## src/rtl/i2s_rx.sv

```systemverilog
// ----------------------------------------------------------------------------
// i2s_rx
// I2S receiver acting as bus master. Generates the bit clock and word select
// from MasterCLK, deserialises Philips-format stereo 16-bit samples from an
// ADC, and hands complete {Left,Right} frames to a consumer through a small
// show-ahead FIFO with a valid/ready handshake.
//
// Parameters
//   CLK_DIV     MasterCLK cycles per I2S_CLK half-period (>= 2)
//   FIFO_DEPTH  frames buffered (power of 2, >= 2)
//
// Ports
//   MasterCLK    in   system clock, all logic on the rising edge
//   Reset        in   asynchronous, active-low reset
//   Enable       in   1 runs the I2S clocks and capture, 0 idles them
//   I2S_DATA     in   serial data from the ADC (changes on I2S_CLK fall)
//   I2S_CLK      out  bit clock to the ADC
//   I2S_WS       out  word select, 0 = left, 1 = right
//   OutputData   out  FIFO head, {Left[15:0], Right[15:0]}
//   OutputValid  out  FIFO not empty
//   OutputReady  in   consumer takes the head when valid & ready
//   Overflow     out  sticky, a completed frame was dropped on a full FIFO
// ----------------------------------------------------------------------------
module i2s_rx #(
    parameter int CLK_DIV    = 4,
    parameter int FIFO_DEPTH = 4
) (
    input  logic        MasterCLK,
    input  logic        Reset,
    input  logic        Enable,
    input  logic        I2S_DATA,
    output logic        I2S_CLK,
    output logic        I2S_WS,
    output logic [31:0] OutputData,
    output logic        OutputValid,
    input  logic        OutputReady,
    output logic        Overflow
);

    localparam int DIV_W = (CLK_DIV > 1) ? $clog2(CLK_DIV) : 1;
    localparam int AW    = $clog2(FIFO_DEPTH);

    logic [DIV_W-1:0] div_cnt;
    logic [4:0]       slot;
    logic             primed;
    logic             term;
    logic             sck_rise;
    logic             sck_fall;
    logic [31:0]      frame;
    logic             push;
    logic             pop;
    logic             full;
    logic [AW:0]      wr_ptr;
    logic [AW:0]      rd_ptr;
    logic [AW:0]      count;
    logic [AW-1:0]    rd_next_idx;
    logic [31:0]      mem [FIFO_DEPTH];

    // Only 31 bits are stored: the 32nd (right LSB) is taken live from
    // I2S_DATA on the same edge that completes the frame.
    logic [30:0]      shift;

    assign term     = Enable && (div_cnt == DIV_W'(CLK_DIV - 1));
    assign sck_rise = term && !I2S_CLK;
    assign sck_fall = term && I2S_CLK;
    assign frame    = {shift, I2S_DATA};

    // The very first slot-0 rise after enable closes a partial frame; primed
    // marks that it has gone by, so only later slot-0 rises push.
    assign push = sck_rise && (slot == 5'd0) && primed;

    assign count       = wr_ptr - rd_ptr;
    assign OutputValid = (count != '0);
    assign full        = (count == (AW + 1)'(FIFO_DEPTH));
    assign pop         = OutputValid && OutputReady;
    assign rd_next_idx = rd_ptr[AW-1:0] + AW'(1);

    // Bit clock, word select and deserialiser. Dropping Enable clears all of
    // it on the next edge so a re-enable starts cleanly at slot 0.
    always_ff @(posedge MasterCLK or negedge Reset) begin
        if (!Reset) begin
            div_cnt <= '0;
            I2S_CLK <= 1'b0;
            I2S_WS  <= 1'b0;
            slot    <= '0;
            shift   <= '0;
            primed  <= 1'b0;
        end else if (!Enable) begin
            div_cnt <= '0;
            I2S_CLK <= 1'b0;
            I2S_WS  <= 1'b0;
            slot    <= '0;
            shift   <= '0;
            primed  <= 1'b0;
        end else begin
            div_cnt <= term ? '0 : div_cnt + DIV_W'(1);
            if (sck_rise) begin
                I2S_CLK <= 1'b1;
                shift   <= frame[30:0];
                if (slot == 5'd0)
                    primed <= 1'b1;
            end
            if (sck_fall) begin
                I2S_CLK <= 1'b0;
                slot    <= slot + 5'd1;
                // WS reflects the slot being entered: high for 16..31.
                I2S_WS  <= (slot >= 5'd15) && (slot != 5'd31);
            end
        end
    end

    // Storage is written only when the push is accepted; a full FIFO with a
    // simultaneous pop frees the slot being written.
    always_ff @(posedge MasterCLK) begin
        if (push && (!full || pop))
            mem[wr_ptr[AW-1:0]] <= frame;
    end

    // Pointers, registered head and sticky overflow. OutputData is a
    // register rather than a mem read so it holds its last value when empty.
    always_ff @(posedge MasterCLK or negedge Reset) begin
        if (!Reset) begin
            wr_ptr     <= '0;
            rd_ptr     <= '0;
            OutputData <= '0;
            Overflow   <= 1'b0;
        end else begin
            if (push && (!full || pop))
                wr_ptr <= wr_ptr + (AW + 1)'(1);
            if (pop)
                rd_ptr <= rd_ptr + (AW + 1)'(1);

            if (pop) begin
                if (count > (AW + 1)'(1))
                    OutputData <= mem[rd_next_idx];
                else if (push)
                    OutputData <= frame;
            end else if (!OutputValid && push) begin
                OutputData <= frame;
            end

            if (!Enable)
                Overflow <= 1'b0;
            else if (push && full && !pop)
                Overflow <= 1'b1;
        end
    end

endmodule

```

## config.mk

```make
export PLATFORM = sky130hd
export DESIGN_NAME = i2s_rx
export DESIGN_NICKNAME = d
export VERILOG_FILES = /design/src/rtl/i2s_rx.sv
export SDC_FILE = /design/constraint.sdc
export NUM_CORES = 1
export LEC_CHECK = 0
export BUFFER_PORTS_ARGS = -buffer_cell sky130_fd_sc_hd__buf_4
export CAP_MARGIN = 40
export CORE_UTILIZATION = 45
export CTS_BUF_LIST = sky130_fd_sc_hd__clkbuf_8 sky130_fd_sc_hd__clkbuf_16
export DETAILED_ROUTE_END_ITERATION = 8
export SLEW_MARGIN = 0
export SYNTH_ARGS = -nofsm -noshare
export SYNTH_HDL_FRONTEND = slang
export SYNTH_SLANG_ARGS = --single-unit
```

## constraint.sdc

```tcl
create_clock -name MasterCLK -period 2.6 [get_ports MasterCLK]
set_input_delay 0.78 -clock MasterCLK [delete_from_list [all_inputs] [get_ports MasterCLK]]
set_output_delay 0.78 -clock MasterCLK [all_outputs]
set_load 0.02 [all_outputs]
```

# --- Word level (Yosys, flattened, before mapping) ---
# Memories as Yosys holds them, arrays and structs flattened.
# Index checks and enable logic that the tools add are counted.
classes:
  n_addsub: 6
  magnitude_cmp: 2
  n_eq_ne: 9
  muxes: 22
  reduce_logical: 21
ops:
  columns: ["op", "count"]
  rows:
  - ["$mux 32", 4]
  - ["$mux 31", 2]
  - ["$mux 1", 12]
  - ["$logic_and 1x1->1", 11]
  - ["$mux 5", 2]
  - ["$ne 2x1->1 const B", 4]
  - ["$add 3x1->3 const B", 2]
  - ["$add 5x1->5 const B", 1]
  - ["$ge 5x4->1 const B", 1]
  - ["$logic_not 5->1", 1]
  - ["$ne 5x5->1 const B", 1]
  - ["$add 2x1->2 const B", 2]
  - ["$logic_not 1->1", 4]
  - ["$mux 2", 2]
  - ["$reduce_and 2->1", 2]
  - ["$eq 3x3->1 const B", 1]
  - ["$gt 3x1->1 const B", 1]
  - ["$ne 3x1->1 const B", 1]
  - ["$ne 3x2->1 const B", 1]
  - ["$reduce_bool 3->1", 1]
  - ["$sub 3x3->3", 1]
  - ["$eq 2x2->1 const B", 1]
  - ["$reduce_bool 2->1", 1]
  - ["$logic_or 1x1->1", 1]
word_totals:
  regBits: 80
  ram_bits: 128
  wordCells: 71
  n_memories: 1
mem_list:
  columns: ["memory", "words", "word_bits", "rd", "rd_ports_with_merged_regs", "wr", "line_no", "rtl"]
  rows:
  - ["mem", 4, 32, 1, 0, 1, "57", "logic [31:0] mem [FIFO_DEPTH];"]

# --- Logic depth before layout (Yosys ltp) ---
logic_depth:
  ltp_word: 9
  ltp_mapped: 9
  depth_no_buf: 7

# --- Worst setup path after synthesis ---
# OpenSTA, ideal clock, no wires.
synth_timing:
  path_kind: "flip-flop to flip-flop"
  startpoint: "register wr_ptr[0]"
  endpoint: "memory mem[3][0], enable pin"
  setup_time_ns: 0.394
  arrival_time_ns: 2.434
  t_required_ns: 2.206
  slack_ns: -0.228
  stages_incl_launch_ff: 7
  n_path_buf: 0
  period_less_slack_ns: 2.828
  cell_sequence: "dfrtp_1 > inv_1 > ha_1 > fa_1 > xnor3_2 > o2111a_1 > and2_1"
synth_between:
  elab_chain_len: 7
  word_cells_on_any_way: 9
synth_rtl:
  columns: ["item", "line_no", "rtl"]
  rows:
  - ["start: declaration", "53", "logic [AW:0] wr_ptr;"]
  - ["start signal: assignment", "129", "wr_ptr <= wr_ptr + (AW + 1)'(1);"]
  - ["$sub 3x3->3", "72", "assign count = wr_ptr - rd_ptr;"]
  - ["$eq 3x3->1 or $reduce_bool 3->1 (tied branches)", "74, 73", null]
  - ["$logic_not 1->1 or $logic_and 1x1->1 (tied branches)", "115, 75", null]
  - ["$logic_or 1x1->1", "115", "if (push && (!full || pop))"]
  - ["$logic_and 1x1->1", "115", null]
  - ["$mux 1", "115", null]
  - ["$mux 1 (implied by the code)", "116", "mem[wr_ptr[AW-1:0]] <= frame;"]
  - ["end: declaration", "57", null]
# Parallel ways exist; a longest one is shown, timed or not.

# --- Worst setup path in the final report ---
layout_timing:
  startpoint: "register wr_ptr[0]"
  endpoint: "output OutputValid"
layout_between:
  elab_chain_len: 2
layout_rtl:
  columns: ["item", "line_no", "rtl"]
  rows:
  - ["$sub 3x3->3", "72", null]
  - ["$reduce_bool 3->1", "73", "assign OutputValid = (count != '0);"]
  - ["end: declaration", "35", "output logic OutputValid,"]
# No other way between the ends.

==> results by group <==
Status
  • Status: finished, violations left
  • Failing checks: setup timing

Global routing
  • First-pass GRT wire length: 26400 um
  • Total track usage: 18.8%
  • Initial antenna violation count: 0
  • GRT overflow: 0
  • Vias in the first global route: 4658
  • Largest net degree at the start of global routing: 44

Route
  • Drt pass-1 iters: 4
  • Vias per cell: 5.57
  • Routed Antenna Nets: 0
  • DRC viols: 0
  • Via count: 4492
  • WL per Instance: 20.9 um
  • Final wirelength: 16900 um
  • First DRT Iteration DRCs: 350

Worst setup path
  • WP data required: 1.82 ns
  • Kind of critical path: flip-flop to output pin
  • Crit. End Element: output pin
  • RR Endpoint: OutputData[6]
  • Reg2Reg Depth: 11
  • Max FO, Critical Path: 2
  • RR Startpoint: wr_ptr[0]
  • Startpoint types: flip-flop
  • Arrival @ worst endpoint: 1.93 ns
  • R2r setup slk: 0.07 ns

Yosys
  • Syn_area_per_cell: 16.5 um^2
  • Most instantiated cells after synthesis: 128 x edfxtp_1, 80 x dfrtp_1, 71 x nand2_1, 35 x nand3_1
  • FF+latch count, synth: 208
  • Post-synthesis cell type count: 37
  • Most instantiated library cell after synthesis: edfxtp_1
  • Top cell type's share of synthesized area: 46.7%
  • Top FF cell, synth: edfxtp_1
  • Post-synth net total: 513
  • Synth area leaders: edfxtp_1 47%, dfrtp_1 24%, mux4_2 7.9%
  • Post-Synthesis Cell Area: 8230 um^2
  • Cells after synthesis: 498
  • Post-synthesis sequential area ratio: 71.1%
  • Yosys top cell by area: edfxtp_1
  • Syn. warnings: 0
  • Ys async rst share: 38.5%
  • Post-synth EDFFs: 128

Layout
  • Fin cells: 807
  • Fin nets: 577
  • Finished Cell Area: 9680 um^2
  • Area growth, synth to finish: 17.7%
  • Final Util: 53.9%
  • Fill count: 1449
  • Share of post-route cells with drive strength above 1: 24.4%
  • # diodes: 0

Timing
  • Fin. Hold Viols: 0
  • Period minus WS final: 2.71 ns
  • Max Freq: 0.370 GHz
  • Worst setup margin: -0.105 ns
  • Setup TNS: -0.105 ns
  • Final period util: 104%
  • Worst-margin pin slew: 0.728 ns
  • Max_slew headroom: 51.4%
  • Final setup vio count: 1
  • Max Transition Viols Final: 0
  • Final hold slack: 0.167 ns
  • Final setup skew: 0.0111 ns
  • RSZ-0062 raised after global routing: yes

Power and ir drop
  • Pleak: 3.97 nW
  • VDD IR max: 0.560 mV
  • P per Cell Area: 994 nW/um^2

Place
  • HPWL Detailed: 9410 um
  • I/O Buffers: 40
  • Routability congestion estimate: 0.727
  • Post-DP Area: 8930 um^2
  • Dpl cells: 761

Floorplanning
  • Die X: 137 um
  • Core area: 18000 um^2
  • Initial cell density of the core: 45.8%
  • Total Die Area: 18800 um^2
  • Row cnt: 49
  • Io pins: 41
  • Die H: 137 um

Clock tree
  • Reg clk slew, reported paths: 0.06 ns
  • Clock latency on the worst-skew pair: 0.50 ns
  • Clk root buf: clkbuf_16
  • Clk buf depth: 3
  • TritonCTS Buffers: 22
  • H-Tree Depth: 1
  • CTS Sinks: 208
  • CTS tree: yes

Flow run
  • Max Cap Viol: 0

Min path
  • Worst hold path class: primary input to async pin
==> critical path, cell delays in order (launching register included) <==
cell,delay (ns)
dfrtp_1,0.37
inv_2,0.06
ha_4,0.15
fa_2,0.32
xnor3_2,0.28
nand3_4,0.13
buf_6,0.12
==> per-layer routing <==
layer | up-vias | track usage, % | wire length, um
met5 | - | 0 | 0
met4 | 0 | 6.17 | 428
met3 | 34 | 2.61 | 641
met2 | 89 | 31.5 | 8380
met1 | 2347 | 25.3 | 7420
li1 | 2022 | - | -
==> kinds of logic after synthesis <==
group	count (synthesis)	share of synthesized area, %
flip-flops	208	71.1
AND/OR/NAND/NOR	160	9.67
XOR/XNOR	10	1.25
buffers and inverters	35	2.07
multiplexers	33	9.04
adder cells (fa/ha/maj)	10	1.61
AO/OA/AOI/OAI	42	5.29
==> report_power, final <==
part | total [W] | internal (W) | switching, W
clock | 0.00283 | 0.00162 | 0.00121
combinational | 0.00283 | 0.00141 | 0.00142
sequential | 0.00396 | 0.00377 | 0.000194
total | 0.00962 | 0.00680 | 0.00282
==> state kept, by name, indices dropped and copies added (netlist names), 2 cells and up <==
name / flops
mem: 128
OutputData: 32
shift: 31
slot: 5
rd_ptr: 3
wr_ptr: 3
div_cnt: 2
==> layout by cell type, fill, tap and decap left out, types with 3 or more instances in the layout <==
master     count
clkinv_2       4
ha_1           8
mux4_1         3
mux4_2        29
clkbuf_16     23
o221a_1       32
inv_1         11
nand2b_1      32
xnor2_1        7
clkinv_1       4
dfrtp_1       79
nand3_1       34
nor2_1         3
and2_1         5
buf_4         59
and2_2         4
nand2_1       71
buf_12         6
edfxtp_1     128
buf_6          5
==> through the flow <==
stage,setup slack (ns),power [W]
detailed placement,0.0849,0.00680
floorplan,0.119,0.00579
global placement,0.164,0.00673
CTS,-0.109,0.00972
global route,-0.159,0.0101
finish,-0.105,0.00962
==> what timing repair did <==
item                                   in CTS  in global routing
setup endpoints to repair                   1                  1
endpoints found under the hold margin       0                  0
hold buffers                                0                  0
pin swaps                                   1                  1
resized for setup                           7                  4
buffers inserted                            4                  2
==> cell type report <==
class | instances | area, um^2 | area share, %
Sequential cell | 208 | 5850 | 60.4
Multi-Input combinational cell | 255 | 2250 | 23.3
Timing Repair Buffer | 70 | 619 | 6.40
Clock buffer | 24 | 589 | 6.09
Tap cell | 229 | 287 | 2.96
Clock inverter | 16 | 68.8 | 0.711
Inverter | 5 | 18.8 | 0.194
==> how the worst max path moves through the flow <==
stage | startpoint | endpoint | slack (ns) | depth (start not counted)
after global placement | wr_ptr[0] | OutputValid | 0.16 | 6
after CTS | rd_ptr[0] | OutputValid | -0.11 | 5
after global routing | wr_ptr[0] | OutputValid | -0.16 | 6
after floorplan | wr_ptr[0] | mem[3][0] | 0.12 | 6
after detailed placement | wr_ptr[0] | OutputValid | 0.08 | 6
final | wr_ptr[0] | OutputValid | -0.11 | 6
No activity file was read; power rests on OpenSTA's default activity.
